### src/rtl/core_pkg.sv
// rtl/core_pkg.sv - shared types and constants for the memory arbiter
//
// Purpose: arbiter state encoding, requester ids and bus widths used by
// mem_arbiter and arb_select.
// Ports: none (package).
package core_pkg;

    localparam int XLEN   = 32;
    localparam int STRB_W = 4;

    // Requester ids double as bit positions in the grant vector.
    localparam int REQ_IF = 0;
    localparam int REQ_LS = 1;
    localparam int N_REQ  = 2;

    typedef enum logic [1:0] {
        IDLE    = 2'd0,
        BUSY_IF = 2'd1,
        BUSY_LS = 2'd2
    } arb_state_t;

endpackage

### src/rtl/arb_select.sv
// rtl/arb_select.sv - fixed-priority requester select with fetch starvation guard
//
// Purpose: picks which requester is granted while the arbiter is idle.
// Load/store wins by default; fetch wins once it has waited STARVE_LIMIT
// consecutive cycles.
// Ports:
//   clk, reset   clock and asynchronous active-low reset
//   idle         arbiter may grant this cycle
//   if_req       fetch request
//   ls_req       load/store request
//   gnt          one-hot grant vector, indexed by REQ_IF / REQ_LS
module arb_select
    import core_pkg::*;
#(
    parameter int STARVE_LIMIT = 4
) (
    input  logic             clk,
    input  logic             reset,
    input  logic             idle,
    input  logic             if_req,
    input  logic             ls_req,
    output logic [N_REQ-1:0] gnt
);

    localparam int CNT_W = $clog2(STARVE_LIMIT + 1);

    logic [CNT_W-1:0] starve_cnt;
    logic             starved;

    assign starved = (starve_cnt == CNT_W'(STARVE_LIMIT));

    always_comb begin
        gnt = '0;
        if (idle) begin
            if (if_req && (!ls_req || starved)) begin
                gnt[REQ_IF] = 1'b1;
            end else if (ls_req) begin
                gnt[REQ_LS] = 1'b1;
            end
        end
    end

    // Counts every cycle fetch is left waiting, including cycles spent
    // behind a busy bus, so a long load/store stream cannot hide it.
    always_ff @(posedge clk or negedge reset) begin
        if (!reset) begin
            starve_cnt <= '0;
        end else if (!if_req || gnt[REQ_IF]) begin
            starve_cnt <= '0;
        end else if (!starved) begin
            starve_cnt <= starve_cnt + CNT_W'(1);
        end
    end

endmodule

### src/rtl/mem_arbiter.sv
// rtl/mem_arbiter.sv - two-requester single-outstanding memory bus arbiter
//
// Purpose: shares one memory bus between instruction fetch (read-only)
// and load/store, one transaction at a time, with a bus timeout abort.
// Ports:
//   clk, reset                  clock and asynchronous active-low reset
//   if_req/if_addr/if_gnt       fetch request side
//   if_rvalid/if_rdata/if_err   fetch response (one-cycle pulse)
//   ls_req/ls_we/ls_addr/ls_wdata/ls_wstrb/ls_gnt   load/store request side
//   ls_rvalid/ls_rdata/ls_err   load/store response (one-cycle pulse)
//   mem_valid/mem_we/mem_addr/mem_wdata/mem_wstrb   bus request, held until mem_ready
//   mem_ready/mem_rdata         bus completion and read data
module mem_arbiter
    import core_pkg::*;
#(
    parameter int STARVE_LIMIT = 4,
    parameter int TIMEOUT      = 255
) (
    input  logic              clk,
    input  logic              reset,

    input  logic              if_req,
    input  logic [XLEN-1:0]   if_addr,
    output logic              if_gnt,
    output logic              if_rvalid,
    output logic [XLEN-1:0]   if_rdata,
    output logic              if_err,

    input  logic              ls_req,
    input  logic              ls_we,
    input  logic [XLEN-1:0]   ls_addr,
    input  logic [XLEN-1:0]   ls_wdata,
    input  logic [STRB_W-1:0] ls_wstrb,
    output logic              ls_gnt,
    output logic              ls_rvalid,
    output logic [XLEN-1:0]   ls_rdata,
    output logic              ls_err,

    output logic              mem_valid,
    output logic              mem_we,
    output logic [XLEN-1:0]   mem_addr,
    output logic [XLEN-1:0]   mem_wdata,
    output logic [STRB_W-1:0] mem_wstrb,
    input  logic              mem_ready,
    input  logic [XLEN-1:0]   mem_rdata
);

    localparam int TO_W = (TIMEOUT > 1) ? $clog2(TIMEOUT + 1) : 1;

    arb_state_t       state_q;
    arb_state_t       state_d;
    logic [N_REQ-1:0] gnt;
    logic             grant_en;
    logic             busy;
    logic             done;
    logic             to_limit;
    logic             abort;
    logic [TO_W-1:0]  to_cnt;

    // Gating with reset keeps every output low while reset is held.
    assign grant_en = (state_q == IDLE) && reset;
    assign busy     = (state_q != IDLE);

    arb_select #(
        .STARVE_LIMIT (STARVE_LIMIT)
    ) u_select (
        .clk    (clk),
        .reset  (reset),
        .idle   (grant_en),
        .if_req (if_req),
        .ls_req (ls_req),
        .gnt    (gnt)
    );

    assign if_gnt = gnt[REQ_IF];
    assign ls_gnt = gnt[REQ_LS];

    // to_cnt holds the number of completed BUSY cycles without mem_ready,
    // so the limit is hit during the TIMEOUT-th BUSY cycle. A ready in
    // that same cycle still completes normally.
    assign to_limit = (TIMEOUT != 0) && (to_cnt == TO_W'(TIMEOUT - 1));
    assign done     = busy && mem_valid && mem_ready;
    assign abort    = busy && !mem_ready && to_limit;

    always_ff @(posedge clk or negedge reset) begin
        if (!reset) begin
            state_q <= IDLE;
        end else begin
            state_q <= state_d;
        end
    end

    always_comb begin
        state_d = state_q;
        case (state_q)
            IDLE: begin
                if (gnt[REQ_LS]) begin
                    state_d = BUSY_LS;
                end else if (gnt[REQ_IF]) begin
                    state_d = BUSY_IF;
                end
            end
            BUSY_IF, BUSY_LS: begin
                if (done || abort) begin
                    state_d = IDLE;
                end
            end
            default: state_d = IDLE;
        endcase
    end

    // Held at zero while idle so every transaction starts from a clean count.
    always_ff @(posedge clk or negedge reset) begin
        if (!reset) begin
            to_cnt <= '0;
        end else if (!busy) begin
            to_cnt <= '0;
        end else if (!mem_ready && !to_limit) begin
            to_cnt <= to_cnt + TO_W'(1);
        end
    end

    // Bus fields are captured at the grant and stay untouched until the
    // next grant; only mem_valid changes on completion or abort.
    always_ff @(posedge clk or negedge reset) begin
        if (!reset) begin
            mem_valid <= 1'b0;
            mem_we    <= 1'b0;
            mem_addr  <= '0;
            mem_wdata <= '0;
            mem_wstrb <= '0;
        end else if (gnt[REQ_LS]) begin
            mem_valid <= 1'b1;
            mem_we    <= ls_we;
            mem_addr  <= ls_addr;
            mem_wdata <= ls_wdata;
            mem_wstrb <= ls_wstrb;
        end else if (gnt[REQ_IF]) begin
            mem_valid <= 1'b1;
            mem_we    <= 1'b0;
            mem_addr  <= if_addr;
            mem_wdata <= '0;
            mem_wstrb <= '0;
        end else if (done || abort) begin
            mem_valid <= 1'b0;
        end
    end

    // Response routing: only the owner of the finished transaction pulses,
    // so the two rvalids are mutually exclusive by construction.
    always_ff @(posedge clk or negedge reset) begin
        if (!reset) begin
            if_rvalid <= 1'b0;
            if_rdata  <= '0;
            if_err    <= 1'b0;
            ls_rvalid <= 1'b0;
            ls_rdata  <= '0;
            ls_err    <= 1'b0;
        end else begin
            if_rvalid <= 1'b0;
            ls_rvalid <= 1'b0;
            if (done || abort) begin
                if (state_q == BUSY_IF) begin
                    if_rvalid <= 1'b1;
                    if_err    <= abort;
                    if_rdata  <= done ? mem_rdata : '0;
                end else begin
                    ls_rvalid <= 1'b1;
                    ls_err    <= abort;
                    ls_rdata  <= (done && !mem_we) ? mem_rdata : '0;
                end
            end
        end
    end

endmodule

### config.mk
export PLATFORM = sky130hd
export DESIGN_NAME = mem_arbiter
export DESIGN_NICKNAME = d
export VERILOG_FILES = /design/src/rtl/core_pkg.sv /design/src/rtl/arb_select.sv /design/src/rtl/mem_arbiter.sv
export SDC_FILE = /design/constraint.sdc
export NUM_CORES = 1
export LEC_CHECK = 0
export ABC_AREA = 1
export BUFFER_PORTS_ARGS = -buffer_cell sky130_fd_sc_hd__buf_2
export CAP_MARGIN = 10
export CORE_MARGIN = 2
export CORE_UTILIZATION = 47
export DETAILED_ROUTE_END_ITERATION = 8
export PLACE_DENSITY = 0.88
export REMOVE_ABC_BUFFERS = 1
export SKIP_LAST_GASP = 1
export SYNTH_ARGS = -nofsm -noshare
export SYNTH_HDL_FRONTEND = slang
export SYNTH_HIERARCHICAL = 1
export SYNTH_SLANG_ARGS = --single-unit
### constraint.sdc
create_clock -name clk -period 2.2 [get_ports clk]
set_input_delay 0.44 -clock clk [delete_from_list [all_inputs] [get_ports clk]]
set_output_delay 0.44 -clock clk [all_outputs]
set_load 0.02 [all_outputs]
==> run summary, run 1 <==
Status
• result of the run: finished, final reports clean

STA
• count of pins over their slew limit: 0
• final critical-path share of the clock period: 0.964
• final setup violation count: 0
• worst setup skew after layout: 9.54 ps
• total negative slack for setup checks: 0 ps
• post-layout worst setup margin: 80.3 ps
• Tmin final: 2120 ps
• Min Hold Slack: 111 ps
• Max transition margin: 0.445
• transition at the pin with the smallest max-transition slack: 832 ps
• Max Freq: 472 MHz
• Final Hold Violating Endpoints: 0

Place
• GP Congestion: 0.851
• total placed instance area: 7940 sq um
• count of buffers from port buffering: 277
• instance count after placement with tap cells included: 1093
• Detailed Place HPWL: 12700 um
• post-place setup slack: 253 ps

Route
• number of DRC violations after detailed-routing iteration 0: 482
• total vias in the final route: 5803
• detailed-route wire length: 18100 um
• number of iterations in the first detailed-routing pass: 6
• Remaining DRCs: 0
• vias per inst: 5.15
• number of nets with antenna violations after routing: 0
• WL per Instance: 16.0 um

Setup path
• Startpoint Class: flop
• reg2reg start: u_select/starve_cnt[0]
• WS Path Type: flop to output port
• crit path capture type: output port
• CP max stage delay: 380 ps
• Critical Path, Cell by Cell: inv_1, ha_2, nand2_2, nand2_2, nand3_2, inv_4, buf_4
• Data required, critical path: 1760 ps
• most used cell, CP: sky130_fd_sc_hd__nand2_2
• combined buffer and inverter count along the critical path: 3
• cell class contributing the biggest share of worst-path delay: flip-flops
• largest fanout of any net on the critical path: 5
• CP Data Arrival Time: 1680 ps
• launching instance or port of the critical path: u_select/starve_cnt[0]
• slowest cell on the critical path: sky130_fd_sc_hd__dfrtp_1

Finish
• antenna cells: 0
• net count of the finished layout: 1082
• share of cells above drive strength 1: 0.384
• Area growth syn-to-layout: 35.6%
• Final Instance Area: 8590 sq um
• non-filler cells in the finished layout: 1126

Floorplan
• Std-Cell Core Area: 13200 sq um
• width of the die: 120 um
• Initial Utilization: 0.480
• area enclosed by the die boundary: 14400 sq um
• die extent in y: 120 um
• FP Rows: 42
• io pins: 278

Logic synthesis
• xor and xnor area share after synthesis: 0.00691
• combinational family with the most area after synthesis: simple AND/OR/NAND/NOR gates
• post-synthesis instance area: 6330 sq um
• Warnings, synthesis: 6
• multiplexer area fraction after synthesis: 0
• number of instances in the synthesized netlist: 665
• compound-cell area share of the yosys netlist: 0.0897
• fraction of the mapped netlist area in simple logic gates: 0.249
• post-synthesis adder-cell area fraction: 0.0138
• number of distinct library cell variants in the gate-level netlist after synthesis: 23
• average size of a mapped cell: 9.53 sq um
• Yosys reg bits: 151
• sequential cell area fraction in the yosys report: 0.596

CTS
• htree depth: 4
• worst skew pair latency: 420 ps
• clk buf depth: 2
• Clock Root Buffer: sky130_fd_sc_hd__clkbuf_16
• number of buffers added by the clock tree synthesis step: 17
• clock slew seen by the registers of the worst setup and hold paths: 60 ps
• number of hold-repair buffers added at the cts stage: 0
• CTS Sinks: 151
• clock tree from TritonCTS: done

GRT
• antenna violations before repair: 2
• vias in the first global route: 5486
• global routing usage summed across all routing layers: 0.256
• residual overflow from global routing: 0
• largest net degree at the start of global routing: 152
• first-pass GRT wire length: 28500 um

Hold path
• class of the worst hold path: input pin to async pin

Flow run
• count of max-cap constraint violations: 0

Power and ir drop
• Peak supply drop: 0.407 mV
• leakage power: 0.00493 uW
• total power divided by cell area: 732 nW/um^2

[cell usage in the layout, fill, tap and decap left out, types with 11 or more instances in the layout]
| master | netlist | routed |
|---|---|---|
| sky130_fd_sc_hd__a22o_1 | 37 | 37 |
| sky130_fd_sc_hd__buf_2 | 14 | 274 |
| sky130_fd_sc_hd__clkbuf_16 | 0 | 17 |
| sky130_fd_sc_hd__dfrtp_1 | 151 | 151 |
| sky130_fd_sc_hd__inv_1 | 20 | 19 |
| sky130_fd_sc_hd__nand2_1 | 254 | 254 |
| sky130_fd_sc_hd__nand2_2 | 15 | 15 |
| sky130_fd_sc_hd__nand3_1 | 76 | 76 |
| sky130_fd_sc_hd__nor2_1 | 13 | 11 |
| sky130_fd_sc_hd__o21ai_1 | 18 | 18 |
| sky130_fd_sc_hd__o21ai_2 | 13 | 13 |
[where the power goes]
| part | switching [uW] | internal (uW) |
|---|---|---|
| combinational | 215 | 168 |
| clock | 1160 | 1860 |
| sequential | 56.4 | 2830 |
| total | 1430 | 4860 |
[worst paths after layout]
kind,end,slack (ps),cells past startpoint
setup / recovery,if_gnt,80,7
setup reg to reg,state_q[0],200,11
min in group clk,mem_addr[20],240,3
max in group asynchronous,mem_wdata[20],1440,2
hold / removal,ls_rdata[27],110,2
hold reg to reg,if_rdata[1],470,2
[kinds of logic after synthesis]
kind of cell	count (synthesis)
XOR/XNOR	5
adder cells (fa/ha/maj)	7
AO/OA/AOI/OAI	76
AND/OR/NAND/NOR	367
flip-flops	151
buffers and inverters	59
[registers in the layout, indices dropped and copies added, names as in the netlist]
signal / flops
if_rdata: 32
ls_rdata: 32
mem_addr: 32
mem_wdata: 32
to_cnt: 8
mem_wstrb: 4
u_select/starve_cnt: 3
state_q: 2
if_err: 1
if_rvalid: 1
ls_err: 1
ls_rvalid: 1
mem_valid: 1
mem_we: 1
[Yosys cell counts, drive strengths merged]
master / n / share of area
clkbuf: 19 / 0.011
dfrtp: 151 / 0.60
xor2: 5 / 0.0069
buf: 19 / 0.020
inv: 21 / 0.012
nand2: 271 / 0.17
nor2: 16 / 0.012
nand3b: 1 / 0.0012
o21ai: 37 / 0.037
a21oi: 2 / 0.0016
a22o: 37 / 0.051
ha: 7 / 0.014
nand3: 79 / 0.067
[metrics by stage]
stage | util | power [uW]
3_3_place_gp | 0.602 | 3300
3_5_place_dp | 0.602 | 3320
5_1_grt | 0.651 | 6530
2_1_floorplan | - | 3080
6_report | 0.651 | 6280
4_1_cts | 0.650 | 6340
[metal layers]
metal,track usage,wire [um]
met4,0.117,548
met2,0.422,9020
met3,0.0722,1710
met5,0,27
met1,0.312,6760
[final cells by class]
cell class              instances  area [sq um]
clock inverters                13           170
well taps                     176           220
fillers                      1052          4600
multi-input cells             455          2300
flip-flops and latches        151          3780
inverters                      21          81.3
clock buffers                  19           453
repair buffers                291          1580
[what timing repair did]
| item | 4_1_cts | 5_1_grt |
|---|---|---|
| pin swaps | 0 | 0 |
| cloned | 0 | 0 |
| endpoints found under the setup margin | 2 | 2 |
| resized for setup | 1 | 6 |
| setup buffers | 1 | 0 |
No activity file was read; power rests on OpenSTA's default activity.
==> run 2: changes to the inputs <==
- ABC_AREA: 1 -> not set
- CORE_UTILIZATION: 47 -> 40
- PLACE_DENSITY: 0.88 -> 0.79
==> run 2 against run 1 <==
  * Worst hold slack improved by 25 ps
  * Sequential share of layout area increased by 1.3 points
  * Synthesized cell count decreased by 28%
  * Worst setup slack improved by 15 ps
  * Final cell count decreased by 15%
  * Clock power decreased by 2%
  * Core utilization decreased by 8.1 points
  * First-iteration DRC count decreased by 54%
  * Register-to-register slack about the same
  * Sequential cell count unchanged
==> run summary, run 2 <==
Logic synthesis
• cell types with the largest area share after synthesis: sky130_fd_sc_hd__dfrtp_1 62%, sky130_fd_sc_hd__a22o_1 15%, sky130_fd_sc_hd__mux2i_1 5.5%
• cell accounting for the most synthesized area: sky130_fd_sc_hd__dfrtp_1
• sequential cell area fraction in the yosys report: 0.625
• leading cell type by number of instances after synthesis: sky130_fd_sc_hd__dfrtp_1
• combinational family with the most area after synthesis: compound AO/OA/AOI/OAI gates
• Warnings, synthesis: 6
• xor and xnor area share after synthesis: 0.00290
• post-synthesis instance area: 6050 sq um
• average size of a mapped cell: 12.6 sq um
• post-synthesis adder-cell area fraction: 0.0145
• top-area cell type share of the netlist area: 0.625
• fraction of the mapped netlist area in simple logic gates: 0.0592
• multiplexer area fraction after synthesis: 0.0565
• number of distinct library cell variants in the gate-level netlist after synthesis: 36
• Yosys reg bits: 151
• main flop type after synthesis: sky130_fd_sc_hd__dfrtp_1
• number of enable flip-flop cells after synthesis: 0
• async set or reset register ratio after synthesis: 1.00
• number of instances in the synthesized netlist: 480
• compound-cell area share of the yosys netlist: 0.207
• most frequent cells after synthesis: 151 x sky130_fd_sc_hd__dfrtp_1, 101 x sky130_fd_sc_hd__a22o_1, 49 x sky130_fd_sc_hd__nand2_1

GRT
• first-pass GRT wire length: 25200 um
• largest net degree at the start of global routing: 152
• antenna violations before repair: 1
• global routing usage summed across all routing layers: 0.198
• vias in the first global route: 4834
• residual overflow from global routing: 0

Floorplan
• Std-Cell Core Area: 14600 sq um
• Initial Utilization: 0.413
• area enclosed by the die boundary: 16100 sq um
• FP Rows: 44
• io pins: 278
• width of the die: 127 um
• die extent in y: 127 um

STA
• Min Hold Slack: 136 ps
• Max transition margin: 0.456
• final setup violation count: 0
• worst setup skew after layout: 8.13 ps
• final critical-path share of the clock period: 0.957
• post-layout worst setup margin: 95.6 ps
• setup repair after global routing missed its margin: no
• transition at the pin with the smallest max-transition slack: 816 ps
• count of pins over their slew limit: 0
• Final Hold Violating Endpoints: 0
• Max Freq: 475 MHz
• Tmin final: 2100 ps
• total negative slack for setup checks: 0 ps

Hold path
• class of the worst hold path: input pin to async pin

CTS
• number of hold-repair buffers added at the cts stage: 0
• htree depth: 4
• number of buffers added by the clock tree synthesis step: 17
• clock slew seen by the registers of the worst setup and hold paths: 70 ps
• clk buf depth: 2
• worst skew pair latency: 420 ps
• CTS Sinks: 151
• Clock Root Buffer: sky130_fd_sc_hd__clkbuf_16
• clock tree from TritonCTS: done

Route
• WL per Instance: 16.6 um
• total vias in the final route: 4926
• number of nets with antenna violations after routing: 0
• number of iterations in the first detailed-routing pass: 4
• Remaining DRCs: 0
• vias per inst: 5.15
• number of DRC violations after detailed-routing iteration 0: 221
• detailed-route wire length: 15900 um

Power and ir drop
• total power divided by cell area: 1540 nW/um^2
• Peak supply drop: 0.732 mV
• leakage power: 0.00428 uW
• total design power: 12900 uW

Place
• post-place setup slack: 205 ps
• GP Congestion: 0.821
• instance count after placement with tap cells included: 921
• Detailed Place HPWL: 10800 um
• count of buffers from port buffering: 277

Status
• result of the run: finished, final reports clean

Setup path
• CP Data Arrival Time: 1660 ps
• crit path capture type: output port
• Data required, critical path: 1760 ps
• Startpoint Class: flop
• largest fanout of any net on the critical path: 5
• WS Path Type: flop to output port

Flow run
• count of max-cap constraint violations: 0

Finish
• share of cells above drive strength 1: 0.440
• non-filler cells in the finished layout: 957
• net count of the finished layout: 904
• commonest non-fill, non-tap cells in the layout: 275 x sky130_fd_sc_hd__buf_2, 151 x sky130_fd_sc_hd__dfrtp_1, 101 x sky130_fd_sc_hd__a22o_1, 49 x sky130_fd_sc_hd__nand2_1, 41 x sky130_fd_sc_hd__o21ai_0
• Area growth syn-to-layout: 38.0%
• commonest non-fill, non-tap cell in the layout: sky130_fd_sc_hd__buf_2

## run 2: critical path: stages, from the launching register on
cell and delay (ps):
sky130_fd_sc_hd__dfrtp_1 390, sky130_fd_sc_hd__inv_2 70, sky130_fd_sc_hd__ha_2 170, sky130_fd_sc_hd__and2_4 150, sky130_fd_sc_hd__nand2_1 80, sky130_fd_sc_hd__a31oi_4 220
sky130_fd_sc_hd__buf_6 150
## run 2: what timing repair did
| item | 4_1_cts | 5_1_grt |
|---|---|---|
| setup endpoints to repair | 2 | 2 |
| resized for setup | 0 | 6 |
| pin swaps | 0 | 0 |
| setup buffers | 2 | 1 |
## run 2: cells by family (layout without fill, tap and decap cells)
kind of cell               count (synthesis)  after routing
AOI/OAI and AO/OA                        165            165
xor gates and xnor gates                   2              2
adders and majority gates                  7              7
buffers and inverters                     45            337
DFF                                      151            151
muxes                                     34             34
other                                      0              1
and+or+nand+nor                           76             76
## run 2: worst paths after layout
path	from	to	slack, ps	cells after the start
setup / recovery	state_q[0]	ls_gnt	100	6
hold / removal	reset	ls_rdata[28]	140	2
setup reg to reg	state_q[0]	state_q[0]	190	11
hold reg to reg	mem_wdata[14]	mem_wdata[14]	490	1
max in group asynchronous	reset	ls_rdata[22]	1430	2
min in group clk	ls_addr[29]	mem_addr[29]	230	3
## run 2: layout make-up
cell class / count / area, sq um
inverter: 10 / 37.5
timing repair buffer: 295 / 1600
multi-input combinational: 284 / 2100
antenna: 1 / 2.50
clock inverter: 14 / 165
clock buffer: 18 / 439
fill: 1220 / 6300
sequential: 151 / 3780
tap: 184 / 230
## run 2: power breakdown
group | total [uW] | switching (uW) | internal (uW)
registers | 4690 | 709 | 3980
logic | 5220 | 3130 | 2090
clock network | 2960 | 1230 | 1730
total | 12900 | 5070 | 7800
## run 2: routing by layer
metal / global-route usage / vias to the layer above / part of all wire
li1: - / 2327 / -
met1: 0.256 / 2359 / 0.43
met2: 0.323 / 219 / 0.48
met3: 0.0493 / 21 / 0.068
met4: 0.0756 / 0 / 0.015
met5: 0 / - / 0
## run 2: metrics by stage
step,area (sq um),utilization
after floorplan,5870,-
after global placement,7700,0.526
after detailed placement,7700,0.526
after CTS,8320,0.568
after global routing,8350,0.570
final,8350,0.570
